`src/rtl/sram_access_arbiter.sv`:
```
// Round-robin two-port arbiter and phase sequencer for a single compiled SRAM macro.
// Sole driver of the macro pins: precharge (SETUP), sense/write, recover.
module sram_access_arbiter #(
    parameter int ADDR_W    = 12,
    parameter int DATA_W    = 8,
    parameter int SETUP_CYC = 1,
    parameter int SENSE_CYC = 2
) (
    input  logic              clk,
    input  logic              resetn,
    input  logic              req_a,
    input  logic              req_b,
    input  logic              we_a,
    input  logic              we_b,
    input  logic [ADDR_W-1:0] addr_a,
    input  logic [ADDR_W-1:0] addr_b,
    input  logic [DATA_W-1:0] wdata_a,
    input  logic [DATA_W-1:0] wdata_b,
    output logic              gnt_a,
    output logic              gnt_b,
    output logic              rvalid_a,
    output logic              rvalid_b,
    output logic [DATA_W-1:0] rdata_a,
    output logic [DATA_W-1:0] rdata_b,
    output logic              busy,
    output logic [ADDR_W-1:0] sram_addr,
    output logic [DATA_W-1:0] sram_din,
    output logic              sram_write_en,
    output logic              sram_sense_en,
    input  logic [DATA_W-1:0] sram_dout
);

    localparam int MAXC = (SETUP_CYC > SENSE_CYC) ? SETUP_CYC : SENSE_CYC;
    localparam int CW   = $clog2(MAXC) + 1;
    localparam logic [CW-1:0] SETUP_LAST = CW'(SETUP_CYC - 1);
    localparam logic [CW-1:0] SENSE_LAST = CW'(SENSE_CYC - 1);

    typedef enum logic [2:0] {IDLE, SETUP, WRITE, SENSE, RECOVER} state_t;

    state_t        state, state_nx;
    logic [CW-1:0] cnt;
    logic          pri_b;   // 1: B wins a tie (A was served last)
    logic          lat_we;
    logic          lat_b;
    logic          accept;
    logic          rd_done;

    always_comb begin
        state_nx = state;
        gnt_a    = 1'b0;
        gnt_b    = 1'b0;
        case (state)
            IDLE: begin
                gnt_a = resetn & req_a & (~req_b | ~pri_b);
                gnt_b = resetn & req_b & (~req_a | pri_b);
                if (gnt_a | gnt_b) state_nx = SETUP;
            end
            SETUP:   if (cnt == SETUP_LAST) state_nx = lat_we ? WRITE : SENSE;
            WRITE:   state_nx = RECOVER;
            SENSE:   if (cnt == SENSE_LAST) state_nx = RECOVER;
            RECOVER: state_nx = IDLE;
            default: state_nx = IDLE;
        endcase
    end

    assign accept  = gnt_a | gnt_b;
    assign rd_done = (state == SENSE) && (state_nx == RECOVER);
    assign busy    = (state != IDLE);

    always_ff @(posedge clk or negedge resetn) begin
        if (!resetn) begin
            state         <= IDLE;
            cnt           <= '0;
            pri_b         <= 1'b0;
            lat_we        <= 1'b0;
            lat_b         <= 1'b0;
            sram_addr     <= '0;
            sram_din      <= '0;
            sram_write_en <= 1'b0;
            sram_sense_en <= 1'b0;
            rvalid_a      <= 1'b0;
            rvalid_b      <= 1'b0;
            rdata_a       <= '0;
            rdata_b       <= '0;
        end else begin
            state <= state_nx;
            // phase counter restarts on every state entry and idles at zero
            cnt   <= (state_nx != state || state == IDLE) ? '0 : cnt + 1'b1;
            if (accept) begin
                lat_we    <= gnt_b ? we_b : we_a;
                lat_b     <= gnt_b;
                sram_addr <= gnt_b ? addr_b : addr_a;
                sram_din  <= gnt_b ? wdata_b : wdata_a;
                pri_b     <= gnt_a;
            end
            // macro strobes decoded from next state so they flop out glitch-free
            sram_write_en <= (state_nx == WRITE);
            sram_sense_en <= (state_nx == WRITE) || (state_nx == SENSE);
            rvalid_a      <= rd_done & ~lat_b;
            rvalid_b      <= rd_done & lat_b;
            if (rd_done) begin
                if (lat_b) rdata_b <= sram_dout;
                else       rdata_a <= sram_dout;
            end
        end
    end

endmodule
```
`config.mk`:
```
export PLATFORM = sky130hd
export DESIGN_NAME = sram_access_arbiter
export DESIGN_NICKNAME = d
export VERILOG_FILES = /design/src/rtl/sram_access_arbiter.sv
export SDC_FILE = /design/constraint.sdc
export NUM_CORES = 1
export LEC_CHECK = 0
export BUFFER_PORTS_ARGS = -buffer_cell sky130_fd_sc_hd__buf_2
export CAP_MARGIN = 20
export CORE_MARGIN = 3
export CORE_UTILIZATION = 48
export CTS_BUF_LIST = sky130_fd_sc_hd__clkbuf_4 sky130_fd_sc_hd__clkbuf_8
export CTS_CLUSTER_SIZE = 14
export DETAILED_ROUTE_END_ITERATION = 12
export PLACE_DENSITY = 0.88
export REMOVE_ABC_BUFFERS = 1
export SLEW_MARGIN = 20
export SYNTH_ARGS = -nofsm -noshare
export SYNTH_HDL_FRONTEND = slang
export SYNTH_SLANG_ARGS = --single-unit
```
`constraint.sdc`:
```
create_clock -name clk -period 1.65 [get_ports clk]
set_input_delay 0.0825 -clock clk [delete_from_list [all_inputs] [get_ports clk]]
set_output_delay 0.0825 -clock clk [all_outputs]
set_load 0.02 [all_outputs]
```
==> results of run 1 <==
[state kept, by name, summed over array words and instances (netlist names), 2 cells and up]
register	cells
cnt	2
rdata_a	8
rdata_b	8
sram_addr	12
sram_din	8
state	3
[metrics by stage]
stage / std cells / TNS [ns] / setup WS [ns]
floorplan: 141 / -14.05 / -0.607
global placement: 294 / 0 / 0.102
CTS: 304 / 0 / 0.00454
finish: 305 / 0 / 0.0632
detailed placement: 294 / 0 / 0.0512
global route: 305 / -0.00560 / -0.00560
[area by class of cell]
class / count / area share
Clock buffer: 5 / 0.0238
Clock inverter: 3 / 0.0160
Inverter: 5 / 0.00650
Multi-Input combinational cell: 88 / 0.320
Sequential cell: 48 / 0.416
Tap cell: 50 / 0.0217
Timing Repair Buffer: 106 / 0.196
[routing by layer]
metal | vias to the layer above | GRT usage
met5 | - | 0
met4 | 0 | 0.0656
met3 | 6 | 0.0629
met2 | 87 | 0.323
met1 | 797 | 0.222
li1 | 791 | -
[worst max-delay path, stage by stage, from the launching register on]
cell                      delay (ns)
sky130_fd_sc_hd__dfrtp_1        0.43
sky130_fd_sc_hd__buf_6          0.15
sky130_fd_sc_hd__nor3_4         0.18
sky130_fd_sc_hd__nand2_2        0.12
sky130_fd_sc_hd__nor3_2         0.16
sky130_fd_sc_hd__buf_4          0.16
[cells in the mapped netlist, types with 2 or more instances]
cell type                    n
sky130_fd_sc_hd__a21oi_1     5
sky130_fd_sc_hd__a2bb2oi_1   2
sky130_fd_sc_hd__a2bb2oi_2  19
sky130_fd_sc_hd__and3_1      2
sky130_fd_sc_hd__buf_2       2
sky130_fd_sc_hd__buf_6       2
sky130_fd_sc_hd__clkbuf_1    6
sky130_fd_sc_hd__dfrtp_1    48
sky130_fd_sc_hd__ha_1        2
sky130_fd_sc_hd__inv_1       5
sky130_fd_sc_hd__mux2_2     15
sky130_fd_sc_hd__nand2_1     2
sky130_fd_sc_hd__nand2b_1    3
sky130_fd_sc_hd__nor2_1      2
sky130_fd_sc_hd__nor2b_1     3
sky130_fd_sc_hd__nor3_1      2
sky130_fd_sc_hd__o32ai_1    21
[worst paths after layout]
kind / depth (start not counted) / start / end / slack (ns)
setup reg to reg: 3 / state[2] / sram_din[7] / 0.09
min in group asynchronous: 3 / resetn / sram_write_en / 0.45
hold reg to reg: 1 / pri_b / pri_b / 0.51
max in group asynchronous: 3 / resetn / sram_addr[9] / 0.80
hold / removal: 2 / sram_dout[5] / rdata_a[5] / 0.02
setup / recovery: 5 / state[1] / gnt_b / 0.06
[report_power, final]
group | internal (uW) | switching [uW] | total, uW
clock | 457 | 406 | 862
sequential | 1630 | 327 | 1960
combinational | 1100 | 1280 | 2380
[cell families (layout without fill, tap and decap cells)]
family	Yosys count	after routing	synth area share
compound gates	52	52	0.258
simple gates	18	18	0.0570
fa+ha+maj	2	2	0.0115
flops	48	48	0.553
buf+inv	16	119	0.0374
mux	16	16	0.0829
[timing repair]
action	4_1_cts	5_1_grt
setup buffers	1	0
gates resized for setup	2	10
hold endpoints to repair	48	0
gates cloned	0	1
pin swaps	1	1
setup endpoints to repair	2	18
hold buffers	1	0
==> flow_results.xml, run 1 <==
<?xml version="1.0" encoding="UTF-8"?>
<metrics>
  <group name="cells_and_area">
    <metric name="final_cell_area" unit="um^2">2890</metric>
    <metric name="register_area" unit="um^2">1200</metric>
    <metric name="flow.area_growth_from_synthesis" unit="%">32.9</metric>
    <metric name="multi_input_comb_area" unit="um^2">923</metric>
    <metric name="drive_gt1_frac" unit="">0.616</metric>
    <metric name="most-common-layout-cells" unit="">sky130_fd_sc_hd__buf_2 (96), sky130_fd_sc_hd__dfrtp_1 (48), sky130_fd_sc_hd__o32ai_1 (21)</metric>
    <metric name="mostFrequentLayoutCell" unit="">sky130_fd_sc_hd__buf_2</metric>
    <metric name="postLayoutCoreUtil" unit="">0.692</metric>
    <metric name="antenna_cells" unit="">0</metric>
    <metric name="net_total_in_the_final_layout" unit="">310</metric>
    <metric name="fillerInstances" unit="">293</metric>
  </group>
  <group name="synth">
    <metric name="synth_area_per_cell" unit="um^2">14.3</metric>
    <metric name="synthesis.yosys.warnings" unit="">0</metric>
    <metric name="syn-instance-count" unit="">152</metric>
    <metric name="seq_area_frac_synth" unit="">0.553</metric>
    <metric name="yosysUniqueCellTypes" unit="">28</metric>
    <metric name="syn-cell-area" unit="um^2">2170</metric>
    <metric name="synth_top_area_share" unit="">0.553</metric>
    <metric name="async_reset_ff_frac" unit="">1.00</metric>
    <metric name="synth-edff-count" unit="">0</metric>
    <metric name="post_synth_main_area_contributors" unit="">sky130_fd_sc_hd__dfrtp_1 (55%), sky130_fd_sc_hd__a2bb2oi_2 (13%), sky130_fd_sc_hd__o32ai_1 (8.5%), sky130_fd_sc_hd__mux2_2 (7.8%), sky130_fd_sc_hd__a21oi_1 (1.2%)</metric>
    <metric name="synth_seq_cells" unit="">48</metric>
    <metric name="netlist.top_cell.by_area" unit="">sky130_fd_sc_hd__dfrtp_1</metric>
    <metric name="ys.flop_type" unit="">sky130_fd_sc_hd__dfrtp_1</metric>
  </group>
  <group name="detailed_routing">
    <metric name="met2_wirelength" unit="mm">2.34</metric>
    <metric name="ant_nets" unit="">0</metric>
    <metric name="firstDrtPassIters" unit="">4</metric>
    <metric name="route.top_layer_used" unit="">met4</metric>
    <metric name="route.final.wire_length" unit="mm">4.89</metric>
    <metric name="wl_per_cell" unit="um">16.0</metric>
    <metric name="wl_met1" unit="mm">2.02</metric>
    <metric name="drcViolationCount" unit="">0</metric>
    <metric name="drt_iter0_markers" unit="">50</metric>
    <metric name="wl_met3" unit="um">489</metric>
    <metric name="num_vias" unit="">1681</metric>
    <metric name="avgViaCountPerCell" unit="">5.51</metric>
  </group>
  <group name="placed_design">
    <metric name="placement.io_buffers" unit="">96</metric>
    <metric name="dp_hpwl" unit="mm">3.54</metric>
    <metric name="gp_congestion" unit="">0.806</metric>
    <metric name="dpl-instance-area" unit="um^2">2710</metric>
  </group>
  <group name="timing">
    <metric name="setup_viol" unit="">0</metric>
    <metric name="period_minus_slack" unit="ns">1.59</metric>
    <metric name="tightest_slew" unit="ns">0.644</metric>
    <metric name="finalHoldViolations" unit="">0</metric>
    <metric name="maxSlewHeadroom" unit="">0.570</metric>
    <metric name="holdWs" unit="ns">0.0195</metric>
    <metric name="final-max-slew-violation-count" unit="">0</metric>
    <metric name="achievable-frequency" unit="MHz">630</metric>
    <metric name="min_period_over_period" unit="">0.962</metric>
    <metric name="timing.clock.skew" unit="ns">0.00514</metric>
  </group>
  <group name="cts">
    <metric name="clkSlewWorstSetupHoldPaths" unit="ns">0.09</metric>
    <metric name="worst_skew_pair.late_latency" unit="ns">0.30</metric>
    <metric name="clock_tree.buffer_depth" unit="">2</metric>
    <metric name="root_buffer" unit="">sky130_fd_sc_hd__clkbuf_8</metric>
    <metric name="tritoncts_clock_tree" unit="">yes</metric>
    <metric name="ctsHtreeMaxLevel" unit="">2</metric>
    <metric name="cts_buffers" unit="">5</metric>
    <metric name="clock_sinks" unit="">48</metric>
  </group>
  <group name="global_route">
    <metric name="antenna_violations_before_repair" unit="">0</metric>
    <metric name="grt_max_degree" unit="">49</metric>
    <metric name="grtUsageTotal" unit="">0.189</metric>
    <metric name="grt_first_pass_wirelength" unit="mm">7.86</metric>
    <metric name="number_of_global_route_vias_before_repair" unit="">1778</metric>
    <metric name="grt-ovfl-total" unit="">0</metric>
  </group>
  <group name="floorplanning">
    <metric name="floorplan.die_area" unit="um^2">5370</metric>
    <metric name="number_of_rows_created_at_floorplan" unit="">23</metric>
    <metric name="chipHeight" unit="um">73.3</metric>
    <metric name="core-area" unit="um^2">4170</metric>
    <metric name="ioPinCount" unit="">97</metric>
    <metric name="die_x" unit="um">73.3</metric>
    <metric name="initial_standard_cell_utilization_of_the_core" unit="">0.521</metric>
  </group>
  <group name="worst_setup_path">
    <metric name="critical_path.startpoint_type" unit="">register</metric>
    <metric name="critical_path_required_time" unit="ns">1.57</metric>
    <metric name="kind_of_end_point_of_the_critical_path" unit="">output pin</metric>
    <metric name="cp.arrival" unit="ns">1.50</metric>
    <metric name="cp_max_fo" unit="">6</metric>
    <metric name="worst-setup-path-type" unit="">reg2out</metric>
  </group>
  <group name="power_and_ir_drop">
    <metric name="power.density" unit="nW/um^2">1800</metric>
    <metric name="p_total" unit="uW">5200</metric>
    <metric name="leakage" unit="uW">0.00139</metric>
    <metric name="irDropWorstVdd" unit="mV">1.03</metric>
  </group>
  <group name="hold_path">
    <metric name="timing.hold.worst.class" unit="">in2reg</metric>
  </group>
  <group name="outcome">
    <metric name="outcome" unit="">completed</metric>
  </group>
  <group name="flow_run">
    <metric name="max_cap_violations" unit="">0</metric>
  </group>
</metrics>
(Power assumes the default switching activity.)
==> run 2: changes to the inputs <==
- CORE_ASPECT_RATIO: unset -> 0.9
- CORE_UTILIZATION: 48 -> 44
- PLACE_DENSITY: 0.88 -> 0.85
- clock period: 1.65 -> 1.35 ns (I/O delays scaled with it)
==> run 2 against run 1 <==
Compared with the run above: the run now ends with negative setup slack left; critical endpoint is now rdata_a[6]; critical path type is now reg2reg; highest routed layer unchanged; setup slack got worse by 0.25 ns; via count increased by 6.9%; design area increased by 13%.
==> flow_results.xml, run 2 (same netlist as run 1, synthesis figures left out) <==
<?xml version="1.0" encoding="UTF-8"?>
<metrics>
  <group name="worst_setup_path">
    <metric name="timing.critical_path.slowest_stage_cell" unit="">sky130_fd_sc_hd__dfrtp_1</metric>
    <metric name="worst-path-buf-inv" unit="">2</metric>
    <metric name="cp_max_fo" unit="">5</metric>
    <metric name="path_depth" unit="">5</metric>
    <metric name="worstPathCellList" unit="">buf_4 -&gt; and4b_1 -&gt; nor2b_4 -&gt; buf_6 -&gt; mux2_4</metric>
    <metric name="critPathTopFamily" unit="">simple AND/OR/NAND/NOR gates</metric>
    <metric name="cp.arrival" unit="ns">1.73</metric>
    <metric name="cpPeakStageDelay" unit="ns">0.40</metric>
    <metric name="worst-setup-path-type" unit="">reg2reg</metric>
    <metric name="critical_path_required_time" unit="ns">1.54</metric>
    <metric name="critical_path.startpoint_type" unit="">register</metric>
    <metric name="kind_of_end_point_of_the_critical_path" unit="">register</metric>
    <metric name="worstRegToRegCells" unit="">5</metric>
  </group>
  <group name="floorplanning">
    <metric name="initial_standard_cell_utilization_of_the_core" unit="">0.472</metric>
    <metric name="floorplan.die_area" unit="um^2">5820</metric>
    <metric name="die_x" unit="um">80.1</metric>
    <metric name="core-area" unit="um^2">4600</metric>
    <metric name="number_of_rows_created_at_floorplan" unit="">23</metric>
    <metric name="chipHeight" unit="um">72.7</metric>
    <metric name="ioPinCount" unit="">97</metric>
  </group>
  <group name="global_route">
    <metric name="grt-ovfl-total" unit="">0</metric>
    <metric name="antenna_violations_before_repair" unit="">0</metric>
    <metric name="grt_first_pass_wirelength" unit="mm">8.87</metric>
    <metric name="number_of_global_route_vias_before_repair" unit="">1790</metric>
    <metric name="grtUsageTotal" unit="">0.198</metric>
    <metric name="grt_max_degree" unit="">49</metric>
  </group>
  <group name="placed_design">
    <metric name="dp_hpwl" unit="mm">3.65</metric>
    <metric name="placement.io_buffers" unit="">96</metric>
    <metric name="gp_congestion" unit="">0.743</metric>
    <metric name="placed_cells" unit="">316</metric>
  </group>
  <group name="cts">
    <metric name="clock_tree.buffer_depth" unit="">2</metric>
    <metric name="tritoncts_clock_tree" unit="">yes</metric>
    <metric name="root_buffer" unit="">sky130_fd_sc_hd__clkbuf_8</metric>
    <metric name="ctsHtreeMaxLevel" unit="">2</metric>
    <metric name="cts_buffers" unit="">5</metric>
    <metric name="clkSlewWorstSetupHoldPaths" unit="ns">0.09</metric>
    <metric name="worst_skew_pair.late_latency" unit="ns">0.30</metric>
    <metric name="clock_sinks" unit="">48</metric>
  </group>
  <group name="cells_and_area">
    <metric name="mostFrequentLayoutCell" unit="">sky130_fd_sc_hd__buf_2</metric>
    <metric name="net_total_in_the_final_layout" unit="">329</metric>
    <metric name="most-common-layout-cells" unit="">sky130_fd_sc_hd__buf_2 (94), sky130_fd_sc_hd__dfrtp_1 (48), sky130_fd_sc_hd__o32ai_1 (21), sky130_fd_sc_hd__a2bb2oi_2 (21), sky130_fd_sc_hd__buf_4 (15)</metric>
    <metric name="antenna_cells" unit="">0</metric>
    <metric name="largest_register_ffs" unit="">12</metric>
    <metric name="flow.area_growth_from_synthesis" unit="%">49.7</metric>
    <metric name="instances_no_fill" unit="">336</metric>
    <metric name="largest_register" unit="">sram_addr</metric>
    <metric name="drive_gt1_frac" unit="">0.664</metric>
  </group>
  <group name="timing">
    <metric name="achievable-frequency" unit="MHz">650</metric>
    <metric name="min_period_over_period" unit="">1.14</metric>
    <metric name="period_minus_slack" unit="ns">1.54</metric>
    <metric name="timing.clock.skew" unit="ns">0.00260</metric>
    <metric name="holdWs" unit="ns">0.0175</metric>
    <metric name="tightest_slew" unit="ns">0.649</metric>
    <metric name="setup_slack" unit="ns">-0.189</metric>
    <metric name="final-max-slew-violation-count" unit="">0</metric>
    <metric name="maxSlewHeadroom" unit="">0.567</metric>
    <metric name="setup_viol" unit="">43</metric>
    <metric name="finalHoldViolations" unit="">0</metric>
    <metric name="finalSetupTns" unit="ns">-5.60</metric>
    <metric name="rsz_0062_raised_after_global_routing" unit="">true</metric>
  </group>
  <group name="detailed_routing">
    <metric name="drcViolationCount" unit="">0</metric>
    <metric name="route.final.wire_length" unit="mm">5.49</metric>
    <metric name="drt_iter0_markers" unit="">37</metric>
    <metric name="num_vias" unit="">1797</metric>
    <metric name="wl_per_cell" unit="um">16.3</metric>
    <metric name="avgViaCountPerCell" unit="">5.35</metric>
    <metric name="firstDrtPassIters" unit="">4</metric>
    <metric name="ant_nets" unit="">0</metric>
  </group>
  <group name="flow_run">
    <metric name="max_cap_violations" unit="">0</metric>
  </group>
  <group name="outcome">
    <metric name="outcome" unit="">finished with violations</metric>
    <metric name="violations" unit="">negative setup slack</metric>
  </group>
  <group name="hold_path">
    <metric name="timing.hold.worst.class" unit="">in2reg</metric>
    <metric name="whs_path_depth" unit="">2</metric>
  </group>
  <group name="power_and_ir_drop">
    <metric name="power.density" unit="nW/um^2">2170</metric>
    <metric name="irDropWorstVdd" unit="mV">1.27</metric>
    <metric name="leakage" unit="uW">0.00155</metric>
  </group>
</metrics>
==> run 2: timing repair <==
action                                  4_1_cts  5_1_grt
gates cloned                                  2        2
hold endpoints to repair                     48        0
endpoints found under the setup margin       42       43
setup buffers                                 7        0
pin swaps                                     6        3
hold buffers                                  1        0
gates resized for setup                      31        5
==> run 2: cell type report <==
class | instances | area (um^2)
Timing Repair Buffer | 125 | 850
Multi-Input combinational cell | 88 | 992
Fill cell | 334 | 1350
Clock buffer | 6 | 76.3
Clock inverter | 2 | 35.0
Tap cell | 62 | 77.6
Inverter | 5 | 18.8
Sequential cell | 48 | 1200
==> run 2: metal layers <==
layer / GRT usage / up-vias / wire, um / share of wire
li1: - / 833 / - / -
met1: 0.264 / 876 / 2420 / 0.44
met2: 0.325 / 81 / 2590 / 0.47
met3: 0.0358 / 7 / 387 / 0.071
met4: 0.0713 / 0 / 89 / 0.016
met5: 0 / - / 0 / 0
==> run 2: final timing paths <==
path	slack (ns)	from	end
min in group asynchronous	0.46	resetn	rdata_b[1]
setup reg to reg	-0.19	state[2]	rdata_a[6]
hold reg to reg	0.51	rdata_b[3]	rdata_b[3]
max in group asynchronous	0.48	resetn	sram_addr[11]
setup / recovery	-0.19	state[2]	rdata_a[6]
hold / removal	0.02	sram_dout[6]	rdata_a[6]
==> run 2: power breakdown <==
part | switching, uW | internal, uW | leakage, uW | total, uW
registers | 400 | 2000 | 0.000576 | 2400
clock network | 485 | 571 | 0.0000586 | 1060
logic | 1740 | 1870 | 0.000913 | 3610
total | 2630 | 4440 | 0.00155 | 7070
==> run 2: stage by stage <==
| step | total power (uW) | worst slack (ns) | util | cell area [um^2] |
|---|---|---|---|---|
| finish | 7070 | -0.189 | 0.706 | 3250 |
| global route | 7460 | -0.236 | 0.706 | 3250 |
| CTS | 6960 | -0.158 | 0.692 | 3180 |
| detailed placement | 5520 | -0.222 | 0.621 | 2860 |
| global placement | 5420 | -0.141 | 0.621 | 2860 |
| floorplan | 4280 | -0.907 | - | 2110 |
==> run 3: changes to the inputs <==
- ABC_AREA: unset -> 1
- CORE_UTILIZATION: 44 -> 45
- PLACE_DENSITY: 0.85 -> 0.86
- SKIP_LAST_GASP: unset -> 1
- clock period: 1.35 -> 1.4 ns (I/O delays scaled with it)
==> run 3 against run 2 <==
Compared with the run above: the run still ends with negative setup slack left; clock skew rose by 0.0049 ns; global-route usage rose by 1.1 points; clock power fell by 22%; die area rose by 5.1%; design area rose by 10%; sequential power rose by 3%; register-to-register slack improved by 0.13 ns; synthesized cell count rose by 97%; worst hold slack improved by 0.0013 ns; first-iteration DRC count rose to 5.9 times the previous value; count of clock-buffer cells in the layout did not move; highest routed layer unchanged.
==> flow_results.xml, run 3 <==
<?xml version="1.0" encoding="UTF-8"?>
<metrics>
  <group name="outcome">
    <metric name="violations" unit="">negative setup slack</metric>
    <metric name="outcome" unit="">finished with violations</metric>
  </group>
  <group name="worst_setup_path">
    <metric name="worst-path-buf-inv" unit="">4</metric>
    <metric name="worst-setup-path-type" unit="">reg2out</metric>
    <metric name="timing.critical_path.slowest_stage_cell" unit="">sky130_fd_sc_hd__dfrtp_1</metric>
    <metric name="cpPeakStageDelay" unit="ns">0.41</metric>
    <metric name="critPathTopFamily" unit="">flip-flops</metric>
    <metric name="critical_path.startpoint_type" unit="">register</metric>
    <metric name="cp_max_fo" unit="">3</metric>
    <metric name="cp.arrival" unit="ns">1.41</metric>
    <metric name="kind_of_end_point_of_the_critical_path" unit="">output pin</metric>
    <metric name="worstPathCellList" unit="">inv_2 -&gt; nand2_2 -&gt; nor2_4 -&gt; nand2_4 -&gt; buf_12 -&gt; clkinv_4 -&gt; buf_6</metric>
    <metric name="critical_path_required_time" unit="ns">1.33</metric>
  </group>
  <group name="flow_run">
    <metric name="max_cap_violations" unit="">0</metric>
  </group>
  <group name="synth">
    <metric name="synth_top_area_share" unit="">0.513</metric>
    <metric name="post_synth_main_area_contributors" unit="">sky130_fd_sc_hd__dfrtp_1 (51%), sky130_fd_sc_hd__nand3_1 (14%), sky130_fd_sc_hd__nand2_1 (11%), sky130_fd_sc_hd__inv_1 (10%), sky130_fd_sc_hd__o21ai_0 (4.1%)</metric>
    <metric name="async_reset_ff_frac" unit="">1.00</metric>
    <metric name="netlist.top_cell.by_area" unit="">sky130_fd_sc_hd__dfrtp_1</metric>
    <metric name="synth_area_per_cell" unit="um^2">7.81</metric>
    <metric name="syn-instance-count" unit="">300</metric>
    <metric name="seq_area_frac_synth" unit="">0.513</metric>
    <metric name="synthesis.yosys.warnings" unit="">0</metric>
    <metric name="syn-cell-area" unit="um^2">2340</metric>
    <metric name="synth-edff-count" unit="">0</metric>
    <metric name="yosys.cell_count.top_type" unit="">sky130_fd_sc_hd__nand2_1</metric>
    <metric name="yosysUniqueCellTypes" unit="">19</metric>
    <metric name="ys.flop_type" unit="">sky130_fd_sc_hd__dfrtp_1</metric>
    <metric name="yosys-top-cells-count" unit="">sky130_fd_sc_hd__nand2_1 (67), sky130_fd_sc_hd__inv_1 (65), sky130_fd_sc_hd__nand3_1 (65)</metric>
    <metric name="synth_seq_cells" unit="">48</metric>
  </group>
  <group name="cts">
    <metric name="cts_buffers" unit="">5</metric>
    <metric name="tritoncts_clock_tree" unit="">yes</metric>
    <metric name="clock_tree.buffer_depth" unit="">2</metric>
    <metric name="clock_sinks" unit="">48</metric>
    <metric name="worst_skew_pair.late_latency" unit="ns">0.31</metric>
    <metric name="ctsHtreeMaxLevel" unit="">2</metric>
    <metric name="clkSlewWorstSetupHoldPaths" unit="ns">0.09</metric>
    <metric name="root_buffer" unit="">sky130_fd_sc_hd__clkbuf_8</metric>
  </group>
  <group name="timing">
    <metric name="final-max-slew-violation-count" unit="">0</metric>
    <metric name="setup_slack" unit="ns">-0.0811</metric>
    <metric name="finalHoldViolations" unit="">0</metric>
    <metric name="holdWs" unit="ns">0.0188</metric>
    <metric name="setup_viol" unit="">27</metric>
    <metric name="min_period_over_period" unit="">1.06</metric>
    <metric name="timing.clock.skew" unit="ns">0.00754</metric>
    <metric name="tightest_slew" unit="ns">0.598</metric>
    <metric name="achievable-frequency" unit="MHz">675</metric>
    <metric name="rsz_0062_raised_after_global_routing" unit="">true</metric>
    <metric name="maxSlewHeadroom" unit="">0.602</metric>
    <metric name="period_minus_slack" unit="ns">1.48</metric>
  </group>
  <group name="floorplanning">
    <metric name="chipHeight" unit="um">74.5</metric>
    <metric name="number_of_rows_created_at_floorplan" unit="">24</metric>
    <metric name="initial_standard_cell_utilization_of_the_core" unit="">0.476</metric>
    <metric name="floorplan.die_area" unit="um^2">6110</metric>
    <metric name="core-area" unit="um^2">4920</metric>
    <metric name="die_x" unit="um">82.1</metric>
    <metric name="ioPinCount" unit="">97</metric>
  </group>
  <group name="cells_and_area">
    <metric name="mostFrequentLayoutCell" unit="">sky130_fd_sc_hd__buf_2</metric>
    <metric name="antenna_cells" unit="">0</metric>
    <metric name="final_cell_area" unit="um^2">3580</metric>
    <metric name="flow.area_growth_from_synthesis" unit="%">52.6</metric>
    <metric name="most-common-layout-cells" unit="">sky130_fd_sc_hd__buf_2 (93), sky130_fd_sc_hd__inv_1 (61), sky130_fd_sc_hd__dfrtp_1 (48)</metric>
    <metric name="drive_gt1_frac" unit="">0.456</metric>
    <metric name="largest_register" unit="">sram_addr</metric>
    <metric name="fillerInstances" unit="">357</metric>
    <metric name="largest_register_ffs" unit="">12</metric>
    <metric name="net_total_in_the_final_layout" unit="">477</metric>
  </group>
  <group name="global_route">
    <metric name="grt_first_pass_wirelength" unit="mm">9.66</metric>
    <metric name="antenna_violations_before_repair" unit="">0</metric>
    <metric name="grt-ovfl-total" unit="">0</metric>
    <metric name="grtUsageTotal" unit="">0.209</metric>
    <metric name="grt_max_degree" unit="">49</metric>
    <metric name="number_of_global_route_vias_before_repair" unit="">2143</metric>
  </group>
  <group name="detailed_routing">
    <metric name="num_vias" unit="">2474</metric>
    <metric name="avgViaCountPerCell" unit="">5.09</metric>
    <metric name="drcViolationCount" unit="">0</metric>
    <metric name="drt_iter0_markers" unit="">218</metric>
    <metric name="ant_nets" unit="">0</metric>
    <metric name="route.final.wire_length" unit="mm">7.62</metric>
    <metric name="firstDrtPassIters" unit="">4</metric>
    <metric name="wl_per_cell" unit="um">15.7</metric>
  </group>
  <group name="placed_design">
    <metric name="dpl-instance-area" unit="um^2">2890</metric>
    <metric name="placement.io_buffers" unit="">96</metric>
    <metric name="gp_congestion" unit="">0.774</metric>
    <metric name="place_worst_setup_slack" unit="ns">-0.0853</metric>
    <metric name="dp_hpwl" unit="mm">4.20</metric>
  </group>
  <group name="power_and_ir_drop">
    <metric name="power.density" unit="nW/um^2">2030</metric>
    <metric name="irDropWorstVdd" unit="mV">0.933</metric>
    <metric name="leakage" unit="uW">0.00207</metric>
  </group>
  <group name="hold_path">
    <metric name="timing.hold.worst.class" unit="">in2reg</metric>
  </group>
</metrics>
-- run 3: tightest hold or removal path, delay by kind of cell --
family | cells | cell delay, ns
compound gates | 1 | 0.07
buf+inv | 2 | 0.15
-- run 3: logic make-up (layout without fill, tap and decap cells) --
kind of cell,after synthesis,in the layout,share of synthesized area
AND/OR/NAND/NOR,146,150,0.279
buffers and inverters,81,198,0.146
flip-flops,48,48,0.513
AO/OA/AOI/OAI,23,23,0.0518
adder cells (fa/ha/maj),2,2,0.0107
-- run 3: through the flow --
stage	setup TNS, ns	utilization	cells	total power (uW)
final	-0.678	0.726	486	7260
after global routing	-3.84	0.726	486	7700
after CTS	-0.199	0.639	475	6480
after detailed placement	-1.36	0.586	455	5330
after global placement	-0.0370	0.586	455	5220
after floorplan	-15.86	-	286	4180
-- run 3: timing repair --
action	in CTS	in global routing
pin swaps	3	20
buffers inserted	11	8
endpoints found under the hold margin	48	0
endpoints found under the setup margin	26	43
gates resized for setup	21	91
cloned	1	5
hold buffers	1	0
-- run 3: cell type report --
cell class | instances | area (um^2) | share of cell area
sequential | 48 | 1200 | 0.336
multi-input combinational | 175 | 1120 | 0.312
timing repair buffer | 124 | 837 | 0.234
inverter | 67 | 259 | 0.0724
tap | 65 | 81.3 | 0.0227
clock buffer | 6 | 76.3 | 0.0213
clock inverter | 1 | 5.00 | 0.00140
-- run 3: where the power goes --
group	internal [uW]	switching (uW)
Clock	360	467
Combinational	1540	2420
Sequential	2010	472
Total	3900	3360
-- run 3: metal layers --
layer / global-route usage / share of wire / vias up / routed length, um
li1: - / - / 1161 / -
met3: 0.0400 / 0.070 / 26 / 536
met2: 0.349 / 0.52 / 117 / 3940
met5: 0 / 0 / - / 0
met4: 0.0923 / 0.030 / 0 / 228
met1: 0.265 / 0.38 / 1170 / 2910
-- run 3: final timing paths --
kind / startpoint / to / slack, ns / depth (start not counted)
max: state[1] / gnt_b / -0.08 / 7
min: sram_dout[4] / rdata_b[4] / 0.02 / 3
max reg2reg: state[1] / sram_din[6] / -0.06 / 9
min reg2reg: cnt[0] / cnt[0] / 0.47 / 1
max in group asynchronous: resetn / sram_addr[8] / 0.55 / 3
min in group asynchronous: resetn / cnt[1] / 0.44 / 3
